--- src/rtl/tape_symbol_encoder_if.sv ---
`default_nettype none
// ============================================================================
//  Module   : tape_symbol_encoder_if
//  Purpose  : Groups the word-input handshake and the video/status outputs
//             of tape_symbol_encoder into one bundle.
//  Signals  : in_data/in_valid/in_ready - word input handshake
//             video/sync_n/frame_start  - pixel stream to DAC and sync pin
//             underflow_cnt/fifo_level  - status
//  Modports : master - packet source / sink side (drives in_data, in_valid)
//             slave  - encoder side
//  Revision : 1.0 - initial release
// ============================================================================
interface tape_symbol_encoder_if #(
   parameter int DATA_W     = 8,
   parameter int FIFO_DEPTH = 16
) ();
   logic [DATA_W-1:0]             in_data;
   logic                          in_valid;
   logic                          in_ready;
   logic [7:0]                    video;
   logic                          sync_n;
   logic                          frame_start;
   logic [15:0]                   underflow_cnt;
   logic [$clog2(FIFO_DEPTH):0]   fifo_level;

   modport master (
      output in_data, in_valid,
      input  in_ready, video, sync_n, frame_start, underflow_cnt, fifo_level
   );

   modport slave (
      input  in_data, in_valid,
      output in_ready, video, sync_n, frame_start, underflow_cnt, fifo_level
   );
endinterface
`default_nettype wire

--- src/rtl/tape_symbol_encoder.sv ---
`default_nettype none
// ============================================================================
//  Module   : tape_symbol_encoder
//  Purpose  : Buffers data words in a FIFO, splits them MSB-first into
//             multi-level symbols and emits them as 8-bit pixel levels inside
//             a line/frame raster with sync, preamble and blanking.
//  Ports    : px_clk - pixel clock, all logic on the rising edge
//             rst    - synchronous active-high reset
//             bus    - tape_symbol_encoder_if.slave (word input, video out,
//                      status)
//  Revision : 1.0 - initial release
// ============================================================================
module tape_symbol_encoder #(
   parameter int DATA_W       = 8,
   parameter int BITS_PER_SYM = 2,
   parameter int FIFO_DEPTH   = 16,
   parameter int LINE_PX      = 858,
   parameter int SYNC_PX      = 64,
   parameter int PREAMBLE_PX  = 16,
   parameter int ACTIVE_SYMS  = 720,
   parameter int LINES        = 525,
   parameter int VSYNC_LINES  = 6
) (
   input  logic                   px_clk,
   input  logic                   rst,
   tape_symbol_encoder_if.slave   bus
);

   localparam int SYMS_PER_WORD = DATA_W / BITS_PER_SYM;
   localparam int NUM_LEVELS    = 1 << BITS_PER_SYM;
   localparam int PX_W          = $clog2(LINE_PX + 1);
   localparam int LN_W          = $clog2(LINES + 1);
   localparam int AW            = $clog2(FIFO_DEPTH);
   localparam int SC_W          = $clog2(SYMS_PER_WORD + 1);

   localparam logic [PX_W-1:0] C_LAST_PX     = PX_W'(LINE_PX - 1);
   localparam logic [PX_W-1:0] C_PRE_START   = PX_W'(SYNC_PX);
   localparam logic [PX_W-1:0] C_ACT_START   = PX_W'(SYNC_PX + PREAMBLE_PX);
   localparam logic [PX_W-1:0] C_BLANK_START = PX_W'(SYNC_PX + PREAMBLE_PX + ACTIVE_SYMS);
   localparam logic [LN_W-1:0] C_LAST_LINE   = LN_W'(LINES - 1);
   localparam logic [LN_W-1:0] C_VSYNC_LINES = LN_W'(VSYNC_LINES);
   localparam logic [AW:0]     C_DEPTH       = (AW+1)'(FIFO_DEPTH);
   localparam logic [SC_W-1:0] C_SPW_M1      = SC_W'(SYMS_PER_WORD - 1);
   localparam logic [7:0]      C_PAD_LEVEL   = 8'd128;

   typedef enum logic [2:0] {
      ST_VSYNC    = 3'd0,
      ST_SYNC     = 3'd1,
      ST_PREAMBLE = 3'd2,
      ST_ACTIVE   = 3'd3,
      ST_BLANK    = 3'd4
   } state_t;

   // Segment of a given raster position. The state register always holds the
   // segment of the pixel currently addressed by px_cnt_q/line_cnt_q.
   function automatic state_t seg_of(input logic [PX_W-1:0] px,
                                     input logic [LN_W-1:0] ln);
      if (ln < C_VSYNC_LINES)      return ST_VSYNC;
      else if (px < C_PRE_START)   return ST_SYNC;
      else if (px < C_ACT_START)   return ST_PREAMBLE;
      else if (px < C_BLANK_START) return ST_ACTIVE;
      else                         return ST_BLANK;
   endfunction

   // ------------------------------------------------------------------------
   // Symbol-to-level table, fixed at elaboration
   // ------------------------------------------------------------------------
   logic [7:0] lvl_tab [NUM_LEVELS];

   for (genvar g = 0; g < NUM_LEVELS; g++) begin : g_lvl
      assign lvl_tab[g] = 8'((g * 255) / (NUM_LEVELS - 1));
   end

   // ------------------------------------------------------------------------
   // State
   // ------------------------------------------------------------------------
   logic [PX_W-1:0]   px_cnt_q,   px_cnt_d;
   logic [LN_W-1:0]   line_cnt_q, line_cnt_d;
   state_t            state_q,    state_d;

   logic [DATA_W-1:0] sh_q,       sh_d;
   logic [SC_W-1:0]   sh_cnt_q,   sh_cnt_d;
   logic [15:0]       und_q,      und_d;

   logic [7:0]        video_q,    video_d;
   logic              sync_n_q,   sync_n_d;
   logic              fstart_q,   fstart_d;

   logic [DATA_W-1:0] mem_q [FIFO_DEPTH];
   logic [AW-1:0]     wr_ptr_q, rd_ptr_q;
   logic [AW:0]       level_q,  level_d;
   logic              in_ready_q;
   logic              push, pop;
   logic [DATA_W-1:0] head;
   logic [BITS_PER_SYM-1:0] sym;

   assign head = mem_q[rd_ptr_q];
   // in_ready_q is registered !full, so a full FIFO refuses a push even when
   // a pop happens in the same cycle.
   assign push = bus.in_valid && in_ready_q;

   // ------------------------------------------------------------------------
   // Raster counters and segment FSM next state
   // ------------------------------------------------------------------------
   always_comb begin
      px_cnt_d   = px_cnt_q + 1'b1;
      line_cnt_d = line_cnt_q;
      if (px_cnt_q == C_LAST_PX) begin
         px_cnt_d   = '0;
         line_cnt_d = (line_cnt_q == C_LAST_LINE) ? '0 : line_cnt_q + 1'b1;
      end
      state_d = seg_of(px_cnt_d, line_cnt_d);
   end

   // ------------------------------------------------------------------------
   // Pixel outputs, symbol shifter and FIFO pop
   // ------------------------------------------------------------------------
   always_comb begin
      video_d  = 8'd0;
      sync_n_d = 1'b1;
      fstart_d = (px_cnt_q == '0) && (line_cnt_q == '0);
      pop      = 1'b0;
      sym      = '0;
      sh_d     = sh_q;
      sh_cnt_d = sh_cnt_q;
      und_d    = und_q;

      case (state_q)
         ST_VSYNC, ST_SYNC: begin
            sync_n_d = 1'b0;
         end
         ST_PREAMBLE: begin
            // First preamble pixel is high; parity relative to its start.
            video_d = (px_cnt_q[0] ^ C_PRE_START[0]) ? 8'd0 : 8'hFF;
         end
         ST_ACTIVE: begin
            if (sh_cnt_q != '0) begin
               sym      = sh_q[DATA_W-1 -: BITS_PER_SYM];
               sh_d     = sh_q << BITS_PER_SYM;
               sh_cnt_d = sh_cnt_q - 1'b1;
               video_d  = lvl_tab[sym];
            end else if (level_q != '0) begin
               // Fetch and use the top symbol of the new word this cycle.
               pop      = 1'b1;
               sym      = head[DATA_W-1 -: BITS_PER_SYM];
               sh_d     = head << BITS_PER_SYM;
               sh_cnt_d = C_SPW_M1;
               video_d  = lvl_tab[sym];
            end else begin
               // Nothing to send: pad and retry on the next active pixel.
               video_d = C_PAD_LEVEL;
               if (und_q != 16'hFFFF) begin
                  und_d = und_q + 16'd1;
               end
            end
         end
         default: begin
         end
      endcase
   end

   always_comb begin
      case ({push, pop})
         2'b10:   level_d = level_q + 1'b1;
         2'b01:   level_d = level_q - 1'b1;
         default: level_d = level_q;
      endcase
   end

   // ------------------------------------------------------------------------
   // Registers
   // ------------------------------------------------------------------------
   always_ff @(posedge px_clk) begin
      if (rst) begin
         px_cnt_q   <= '0;
         line_cnt_q <= '0;
         state_q    <= seg_of('0, '0);
         sh_q       <= '0;
         sh_cnt_q   <= '0;
         und_q      <= '0;
         video_q    <= '0;
         sync_n_q   <= 1'b1;
         fstart_q   <= 1'b0;
         wr_ptr_q   <= '0;
         rd_ptr_q   <= '0;
         level_q    <= '0;
         in_ready_q <= 1'b1;
      end else begin
         px_cnt_q   <= px_cnt_d;
         line_cnt_q <= line_cnt_d;
         state_q    <= state_d;
         sh_q       <= sh_d;
         sh_cnt_q   <= sh_cnt_d;
         und_q      <= und_d;
         video_q    <= video_d;
         sync_n_q   <= sync_n_d;
         fstart_q   <= fstart_d;
         level_q    <= level_d;
         in_ready_q <= (level_d != C_DEPTH);
         if (push) begin
            wr_ptr_q <= wr_ptr_q + 1'b1;
         end
         if (pop) begin
            rd_ptr_q <= rd_ptr_q + 1'b1;
         end
      end
   end

   // Storage needs no reset: the pointers and level define what is valid.
   always_ff @(posedge px_clk) begin
      if (push && !rst) begin
         mem_q[wr_ptr_q] <= bus.in_data;
      end
   end

   assign bus.in_ready      = in_ready_q;
   assign bus.video         = video_q;
   assign bus.sync_n        = sync_n_q;
   assign bus.frame_start   = fstart_q;
   assign bus.underflow_cnt = und_q;
   assign bus.fifo_level    = level_q;

endmodule
`default_nettype wire
--- src/flat_wrapper.sv ---
// flat-port wrapper written by rule: the top's interface ports become plain ports
module tape_symbol_encoder_flat 
#(
   parameter int DATA_W       = 8,
   parameter int BITS_PER_SYM = 2,
   parameter int FIFO_DEPTH   = 16,
   parameter int LINE_PX      = 858,
   parameter int SYNC_PX      = 64,
   parameter int PREAMBLE_PX  = 16,
   parameter int ACTIVE_SYMS  = 720,
   parameter int LINES        = 525,
   parameter int VSYNC_LINES  = 6
)
  (px_clk, rst, bus_in_data, bus_in_valid, bus_in_ready, bus_video, bus_sync_n, bus_frame_start, bus_underflow_cnt, bus_fifo_level);
  tape_symbol_encoder_if #(.DATA_W(DATA_W), .FIFO_DEPTH(FIFO_DEPTH)) bus_i ();
  input  logic px_clk;
  input  logic rst;
  input wire logic [$bits(bus_i.in_data)-1:0] bus_in_data;
  input wire logic [$bits(bus_i.in_valid)-1:0] bus_in_valid;
  output wire logic [$bits(bus_i.in_ready)-1:0] bus_in_ready;
  output wire logic [$bits(bus_i.video)-1:0] bus_video;
  output wire logic [$bits(bus_i.sync_n)-1:0] bus_sync_n;
  output wire logic [$bits(bus_i.frame_start)-1:0] bus_frame_start;
  output wire logic [$bits(bus_i.underflow_cnt)-1:0] bus_underflow_cnt;
  output wire logic [$bits(bus_i.fifo_level)-1:0] bus_fifo_level;
  assign bus_i.in_data = bus_in_data;
  assign bus_i.in_valid = bus_in_valid;
  assign bus_in_ready = bus_i.in_ready;
  assign bus_video = bus_i.video;
  assign bus_sync_n = bus_i.sync_n;
  assign bus_frame_start = bus_i.frame_start;
  assign bus_underflow_cnt = bus_i.underflow_cnt;
  assign bus_fifo_level = bus_i.fifo_level;
  tape_symbol_encoder #(.DATA_W(DATA_W), .BITS_PER_SYM(BITS_PER_SYM), .FIFO_DEPTH(FIFO_DEPTH), .LINE_PX(LINE_PX), .SYNC_PX(SYNC_PX), .PREAMBLE_PX(PREAMBLE_PX), .ACTIVE_SYMS(ACTIVE_SYMS), .LINES(LINES), .VSYNC_LINES(VSYNC_LINES)) u_core (.px_clk(px_clk), .rst(rst), .bus(bus_i));
endmodule
--- config.mk ---
export PLATFORM = sky130hd
export DESIGN_NAME = tape_symbol_encoder_flat
export DESIGN_NICKNAME = d
export VERILOG_FILES = /design/src/rtl/tape_symbol_encoder_if.sv /design/src/rtl/tape_symbol_encoder.sv /design/src/flat_wrapper.sv
export SDC_FILE = /design/constraint.sdc
export NUM_CORES = 1
export LEC_CHECK = 0
export BUFFER_PORTS_ARGS = -buffer_cell sky130_fd_sc_hd__buf_2
export CELL_PAD_IN_SITES_DETAIL_PLACEMENT = 0
export CELL_PAD_IN_SITES_GLOBAL_PLACEMENT = 1
export CORE_MARGIN = 2
export CORE_UTILIZATION = 45
export DETAILED_ROUTE_END_ITERATION = 8
export HOLD_SLACK_MARGIN = 0.08
export PLACE_DENSITY = 0.78
export SYNTH_ARGS = -nofsm -noshare
export SYNTH_HDL_FRONTEND = slang
export SYNTH_SLANG_ARGS = --single-unit
--- constraint.sdc ---
create_clock -name px_clk -period 3.23 [get_ports px_clk]
set_clock_uncertainty 0.1 [all_clocks]
set_input_delay 0.646 -clock px_clk [delete_from_list [all_inputs] [get_ports px_clk]]
set_output_delay 0.646 -clock px_clk [all_outputs]
set_load 0.005 [all_outputs]
Yosys cells after proc, flatten, opt, wreduce, memory -nomap -nowiden. Memory sizes are Yosys's and may differ from the RTL's. A register that Yosys moved wholly into a read port is not among the register bits. Index checks and enable logic that the tools add are counted.

Latch bits: 0. ROM bits: 0. Output and inout bits: 32. Memory bits (writable): 128. Memories: 1. Flip-flop bits (word level): 74.

Shifts and indexed selects: 0. Mux-type cells: 29. Reduce and logical (&&, ||, !) cells: 16. Bitwise logic cells: 4. Equality and inequality tests: 9. Divide/modulo/power cells: 0. Add/sub/neg operators: 8. $mul: 0. $lt $le $gt $ge: 6.

Memory list: u_core.mem_q (words 16, bits a word 8, read ports 1, clocked after memory_dff 1, write ports 1, line tape_symbol_encoder.sv:89) `logic [DATA_W-1:0] mem_q [FIFO_DEPTH];`.

Operators with widths (count): 8-bit two-way mux (9); 8-bit binary-select mux with 2-bit select (2); 10-bit two-way mux (3); 10-bit by 1-bit adder with 10-bit output (second input constant) (2); 10-bit == test (second input constant) (2); 10-bit logical NOT (2); 10-bit by 7-bit < comparator with 1-bit output (second input constant) (2); 16-bit by 1-bit adder with 16-bit output (second input constant) (1); 16-bit inequality test (second input constant) (1); 8-bit case mux with 2 select lines (1); 10-bit < comparator (second input constant) (1); 10-bit by 3-bit < comparator with 1-bit output (second input constant) (1); 5-bit case mux with 2 select lines (1); 3-bit two-way mux (3); 4-bit by 1-bit adder with 4-bit output (second input constant) (2); 4-bit two-way mux (2); 1-bit two-way mux (7); 3-bit by 2-bit == test with 1-bit output (second input constant) (2); 3-bit >= comparator (second input constant) (2); 2-bit inverter with 3-bit output (2); 5-bit by 1-bit adder with 5-bit output (second input constant) (1); 5-bit inequality test (second input constant) (1); 5-bit nonzero test (1); 5-bit by 1-bit subtractor with 5-bit output (second input constant) (1); 16 further kinds (20).

Depth between registers and ports, before layout. Gate-level depths: netlist of run 1.

Depth after elaboration: 7. Depth in mapped cells: 14.

Least setup slack after synthesis of run 1. Ideal clock, no wire load.

Path kind: register to register. Start: reg u_core.level_q[1] (netlist: u_core.bus.fifo_level[1]). End: reg u_core.in_ready_q (netlist: u_core.bus.in_ready). Buffers on the path: 2. Data required time: 2.994 ns. Setup slack: 0.104 ns. Setup time: 0.136 ns. Clock period less this slack: 3.126 ns. Data arrival time: 2.890 ns. Stages on the path, launching flop included: 15. Path through: dfxtp_1 -> clkbuf_1 -> nor3_1 -> and2_1 -> nor3b_2 -> ha_1 -> clkbuf_1 -> xor2_1 -> ha_1 -> a21o_1 -> a22oi_1 -> o21a_1 -> o21a_1 -> o21ba_2 -> o2111ai_1.

Longest elaborated chain between the ends: 7. Elaborated cells between the ends (all ways): 10. Classes of those cells: 2 x add/sub; 3 x eq/ne; 4 x mux; 1 x reduce/logical.

Ends and longest elaborated chain: start, declared (line tape_symbol_encoder.sv:91) `logic [AW:0] level_q, level_d;`; start signal, assigned (line tape_symbol_encoder.sv:198) `level_q <= level_d;`; 5-bit nonzero test (line tape_symbol_encoder.sv:142) `end else if (level_q != '0) begin`; 1-bit two-way mux (line tape_symbol_encoder.sv:142); 1-bit two-way mux (line tape_symbol_encoder.sv:137) `if (sh_cnt_q != '0) begin`; 1-bit two-way mux (line tape_symbol_encoder.sv:128) `case (state_q)`; 2-bit by 1-bit == test with 1-bit output / 2-bit == test (equally long branches) (line tape_symbol_encoder.sv:163) `case ({push, pop})`; 5-bit case mux with 2 select lines * (line tape_symbol_encoder.sv:163); 5-bit inequality test * (line tape_symbol_encoder.sv:199) `in_ready_q <= (level_d != C_DEPTH);`; end signal, assigned (line tape_symbol_encoder.sv:199); end, declared (line tape_symbol_encoder.sv:92) `logic in_ready_q;`.

Mark *: on every way between the ends. The rest lies on a longest branch, timed or not. A chain may end at the register's enable or synchronous reset.

Worst setup path after layout of run 1. Same ends and word-level chain as after synthesis.

==> results of run 1 <==
## synth_stat cells (8+ instances only)
cell type | instances | share of area (%)
clkbuf_1 | 23 | 1.0
ha_1 | 17 | 2.5
edfxtp_1 | 128 | 45
nand3_1 | 18 | 1.1
a211oi_1 | 8 | 0.71
xor2_1 | 20 | 2.1
dfxtp_1 | 71 | 17
xnor2_1 | 12 | 1.2
or3_1 | 8 | 0.59
inv_1 | 15 | 0.66
mux2i_1 | 8 | 0.94
nor2_1 | 69 | 3.1
mux4_2 | 40 | 11
o21ai_0 | 9 | 0.53
a21oi_1 | 12 | 0.71
nand2_1 | 20 | 0.89
nor3_1 | 20 | 1.2
nand4_1 | 14 | 1.0
## through the flow
| step | area (µm²) | hold slack [ps] | worst slack (ps) | total power, mW | utilization (%) |
|---|---|---|---|---|---|
| CTS | 9600 | 353 | 287 | 5.10 | 51.7 |
| finish | 9600 | 347 | 301 | 5.05 | 51.7 |
| detailed placement | 8990 | 335 | 321 | 2.96 | 48.4 |
| global route | 9600 | 388 | 89.3 | 5.21 | 51.7 |
| floorplan | 8480 | 307 | 104 | 2.90 | - |
| global placement | 8990 | 339 | 493 | 2.96 | 48.4 |
## routing by layer
layer | vias up | routed length [µm] | global-route usage, %
li1 | 2405 | - | -
met1 | 2494 | 6990 | 21.7
met2 | 135 | 8470 | 30.1
met3 | 20 | 727 | 3.81
met4 | 0 | 263 | 6.63
met5 | - | 0 | 0
## report_power, final
group	switching (mW)	internal (mW)
Combinational	0.0960	0.0605
Clock	1.08	1.06
Sequential	0.0222	2.73
## worst max path at each step
stage,start,end,slack [ps],cells after the start
2_1_floorplan,u_core.bus.fifo_level[1],u_core.bus.in_ready,100,14
3_3_place_gp,bus_in_valid,u_core.bus.in_ready,490,11
3_5_place_dp,u_core.bus.fifo_level[1],u_core.bus.in_ready,320,12
4_1_cts,u_core.bus.fifo_level[1],u_core.bus.in_ready,290,12
5_1_grt,u_core.state_q[1],u_core.bus.in_ready,90,12
6_report,u_core.bus.fifo_level[1],u_core.bus.in_ready,300,12
## sequential cells by signal (all words and copies together), names as in the netlist, named ones only
signal,cells
u_core.mem_q,128
u_core.bus.underflow_cnt,16
u_core.line_cnt_q,10
u_core.px_cnt_q,10
u_core.sh_q,6
u_core.bus.fifo_level,5
u_core.rd_ptr_q,4
u_core.wr_ptr_q,4
u_core.bus.video,3
u_core.sh_cnt_q,3
u_core.state_q,3
u_core.bus.frame_start,1
u_core.bus.in_ready,1
u_core.bus.sync_n,1
## kinds of logic after synthesis
| family | after synthesis | synth area share [%] |
|---|---|---|
| AOI/OAI and AO/OA | 64 | 5.43 |
| buffers and inverters | 50 | 2.64 |
| adders and majority gates | 17 | 2.51 |
| and+or+nand+nor | 199 | 12.3 |
| DFF | 199 | 62.1 |
| muxes | 49 | 11.7 |
| xor gates and xnor gates | 32 | 3.31 |
## critical path: stages (launching register included)
cell       delay [ps]
dfxtp_1           470
nor3_1            130
and2_1            190
nor3b_2           230
ha_1              380
xor2_1            130
ha_1              250
a21o_1            190
a22oi_1           200
o21a_1            160
o21a_1            130
o21ba_2           150
o2111ai_1          90
## cell type report
| class | count | area, µm² | area share [%] |
|---|---|---|---|
| Timing Repair Buffer | 65 | 383 | 3.99 |
| Clock buffer | 17 | 425 | 4.43 |
| Tap cell | 234 | 293 | 3.05 |
| Sequential cell | 199 | 5270 | 54.8 |
| Multi-Input combinational cell | 361 | 2990 | 31.1 |
| Clock inverter | 15 | 190 | 1.98 |
| Inverter | 15 | 56.3 | 0.586 |
==> results.cfg, run 1 <==
[status]
status = complete, no violations

[worst_setup_path]
r2r.worst_path.cells = 12
cp-end-kind = register
reg2reg_to = u_core.bus.in_ready
criticalPathCategory = register to register
cp_data_arrival_time_ps = 3130
critPathLaunchType = register
cp.required_ps = 3430
reg2reg_slack_ps = 300
critPathMaxFanout = 9
reg2reg_from = u_core.bus.fifo_level[1]

[power]
vdd_drop_max_uv = 395
power_density_nw_per_um2 = 526
p_leak_nw = 3.30

[detailed_routing]
drt_iter0_markers = 301
drc = 0
ant_nets = 0
first_pass_iters = 5
wl_per_cell_um = 18.2
vias = 5054
wirelength_mm = 16.5
via_per_inst = 5.58

[finish]
layout_commonest_cell = edfxtp_1
diodes = 0
syn2layout_area_growth_pct = 13.3
mostFrequentLayoutCells = edfxtp_1 (128), dfxtp_1 (70), nor2_1 (69)
layout.cells.non_filler = 906
drive_gt1_share_pct = 22.6
fillerInstances = 1509
nets = 687

[hold_path]
worstHoldPathCells = 1
hold_class = register to register
hp-start = u_core.state_q[1]
hold_path_end = u_core.bus.sync_n

[floorplan]
start_util_pct = 45.6
rows = 50
die_x_um = 141
core_um2 = 18600
ios = 43
die_y_um = 141
dieArea_um2 = 20000

[synthesis]
syn_area_per_cell_um2 = 13.9
syn_area_um2 = 8480
synth_nets = 638
syn_inst = 610
synth_seq_cells = 199
synthArstFlopShare_pct = 0
ys_warn_count = 0
synth_edf_count = 128
ys.flop_type = edfxtp_1
yosys.cell_types.count = 60
yosysSeqAreaShare_pct = 62.1

[sta]
finalSetupViolCount = 0
hold_viol = 0
slew_headroom_pct = 44.8
timing.fmax_ghz = 0.341
timing.final.crit_share_pct = 90.7
tightest_slew_ps = 825
min_period_ps = 2930
finalSetupTns_ps = 0
slew_viol_final = 0
rsz0062_at_grt = false

[clock_tree]
clock_sink_count = 199
clockBufferDepth = 2
numCtsBuffers = 17
tritoncts = done
post-cts-setup-buffers = 0
cts_hold_buf = 0
htreeDepth = 4
cts-root-buf = clkbuf_16
cts_resized = 0
clk_pin_slew_worst_paths_ps = 80
clock_latency_ps = 440

[placement]
io_buffers = 42
hpwl_mm = 11.2
dpl.cell_count = 874
place_congestion = 0.812

[global_routing]
antenna_found_initial = 0
grt_pass1_vias = 5071
grt_use_total_pct = 17.5
grt_pass1_wl_mm = 26.8
grt_start_max_net_pins = 68
grt_overflow = 0

[flow_run]
maxCapViolations = 0
No activity file was read; power rests on OpenSTA's default activity.
==> run 2, diff against run 1 <==
Settings changed: CORE_UTILIZATION 45 to 40, PLACE_DENSITY 0.78 to 0.71.
==> run 2 against run 1 <==
Effect of this change:
- sequential cell count did not move
- register-to-register slack improved by 80 ps
- sequential share of layout area down 0.35 points
- largest cell class unchanged
- largest power group unchanged
- highest routed layer unchanged
==> results.cfg, run 2 (synthesis gave the netlist of run 1 again) <==
[sta]
slew_headroom_pct = 46.6
finalSetupViolCount = 0
hold_viol = 0
setup_slack_ps = 380
slew_viol_final = 0
timing.final.crit_share_pct = 88.2
holdWs_ps = 348
finalSetupTns_ps = 0
tightest_slew_ps = 799
timing.fmax_ghz = 0.351
min_period_ps = 2850
rsz0062_at_grt = false

[power]
p_int_mw = 3.90
p_leak_nw = 3.32
swShare_pct = 22.7
comb_power_share_pct = 3.1
power_density_nw_per_um2 = 521
p_clk_share_pct = 42.3
power_switching_mw = 1.14
p_seq_share_pct = 54.6
vdd_drop_max_uv = 391

[worst_setup_path]
cp_top_family = compound AO/OA/AOI/OAI gates
critPathMaxFanout = 9
path_cells = nor3_1 -> and2_1 -> nor3b_2 -> ha_1 -> xor2_1 -> ha_1 -> a21o_1 -> a22oi_1 -> o21a_1 -> o21a_1 -> o21ba_2 -> o2111ai_1
reg2reg_slack_ps = 380
r2r.worst_path.cells = 12
cp-startpoint = u_core.bus.fifo_level[1]
cpMaxStageDelayCell = dfxtp_1
cp.required_ps = 3430
cp-end-kind = register
reg2reg_to = u_core.bus.in_ready
cp.buffers_inverters = 0
criticalPathCategory = register to register
crit_cells = 12
critPathLaunchType = register
cp_data_arrival_time_ps = 3050
reg2reg_from = u_core.bus.fifo_level[1]
cp-endpoint = u_core.bus.in_ready
cpPeakStageDelay_ps = 380

[finish]
syn2layout_area_growth_pct = 14.0
fillerInstances = 1839
diodes = 0
mostFrequentLayoutCells = edfxtp_1 (128), dfxtp_1 (70), nor2_1 (69)
top_register = u_core.mem_q
nets = 689
stdcell_area_um2 = 9660
layout_commonest_cell = edfxtp_1
largest_reg_flops = 128
drive_gt1_share_pct = 22.8

[flow_run]
maxCapViolations = 0

[detailed_routing]
via_per_inst = 5.31
drt-met1-wl_mm = 7.62
vias = 5042
ant_nets = 0
drc = 0
first_pass_iters = 4
wl_met2_mm = 8.11
wl_per_cell_um = 17.3
drt_iter0_markers = 324
routed.top_layer = met4
wl_met3_um = 463
wirelength_mm = 16.4

[floorplan]
start_util_pct = 40.6
die_x_um = 150
rows = 53
ios = 43
die_y_um = 150
dieArea_um2 = 22400
core_um2 = 20900

[hold_path]
hp-start = u_core.state_q[1]
hold_class = register to register

[global_routing]
grt_start_max_net_pins = 68
grt_overflow = 0
grt_pass1_wl_mm = 26.4
grt_pass1_vias = 4974
antenna_found_initial = 0
grt_use_total_pct = 15.4

[placement]
hpwl_mm = 11.2
place_congestion = 0.826
placed_cell_area_um2 = 9070
dp_slack_ps = 372
io_buffers = 42

[clock_tree]
clockBufferDepth = 2
clk_pin_slew_worst_paths_ps = 70
cts_resized = 0
tritoncts = done
numCtsBuffers = 17
post-cts-setup-buffers = 0
htreeDepth = 4
cts-root-buf = clkbuf_16
clock_latency_ps = 440
clock_sink_count = 199
cts_hold_buf = 0

[status]
status = complete, no violations
-- run 2: cell types whose count changed in the layout (fill, tap and decap cells not counted), sizes merged --
| cell | previous run | this run |
|---|---|---|
| clkinvlp | 1 | 0 |
| buf | 65 | 67 |
| bufinv | 0 | 1 |
-- run 2: how the worst min path moves through the flow --
stage	to	slack, ps	cells past startpoint
floorplan	u_core.bus.sync_n	310	1
global placement	u_core.bus.sync_n	330	1
detailed placement	u_core.bus.sync_n	340	1
CTS	u_core.bus.sync_n	360	1
global route	u_core.bus.sync_n	380	1
finish	u_core.bus.sync_n	350	1
-- run 2: metal layers --
| layer | global-route usage [%] | vias up |
|---|---|---|
| met5 | 0 | - |
| met1 | 20.4 | 2537 |
| met4 | 4.57 | 0 |
| li1 | - | 2413 |
| met3 | 3.05 | 15 |
| met2 | 25.9 | 77 |
-- run 2: worst reg2reg max path, delay by kind of cell (launching register included) --
family          cells  cell delay, ps
flops               1             380
simple gates        3             650
xor+xnor            1             190
fa+ha+maj           2             540
compound gates      6             860
-- run 2: power groups by stage --
| stage | Combinational (mW) | Clock (mW) | Sequential (mW) |
|---|---|---|---|
| floorplan | 0.101 | 0 | 2.80 |
| global placement | 0.151 | 0 | 2.81 |
| detailed placement | 0.157 | 0 | 2.81 |
| CTS | 0.158 | 2.19 | 2.75 |
| global route | 0.176 | 2.28 | 2.75 |
| finish | 0.156 | 2.13 | 2.75 |
-- run 2: cell type report --
class | instances | area [µm²] | area share [%]
clock buffer | 17 | 425 | 4.40
clock inverter | 15 | 173 | 1.79
inverter | 15 | 56.3 | 0.583
multi-input combinational | 361 | 2990 | 30.9
sequential | 199 | 5270 | 54.5
tap | 275 | 344 | 3.56
timing repair buffer | 67 | 410 | 4.25
-- run 2: through the flow --
| stage | std cells | power [mW] | utilization (%) |
|---|---|---|---|
| finish | 949 | 5.04 | 46.3 |
| global route | 949 | 5.21 | 46.3 |
| CTS | 949 | 5.10 | 46.3 |
| detailed placement | 917 | 2.97 | 43.4 |
| global placement | 917 | 2.96 | 43.4 |
| floorplan | 610 | 2.90 | - |
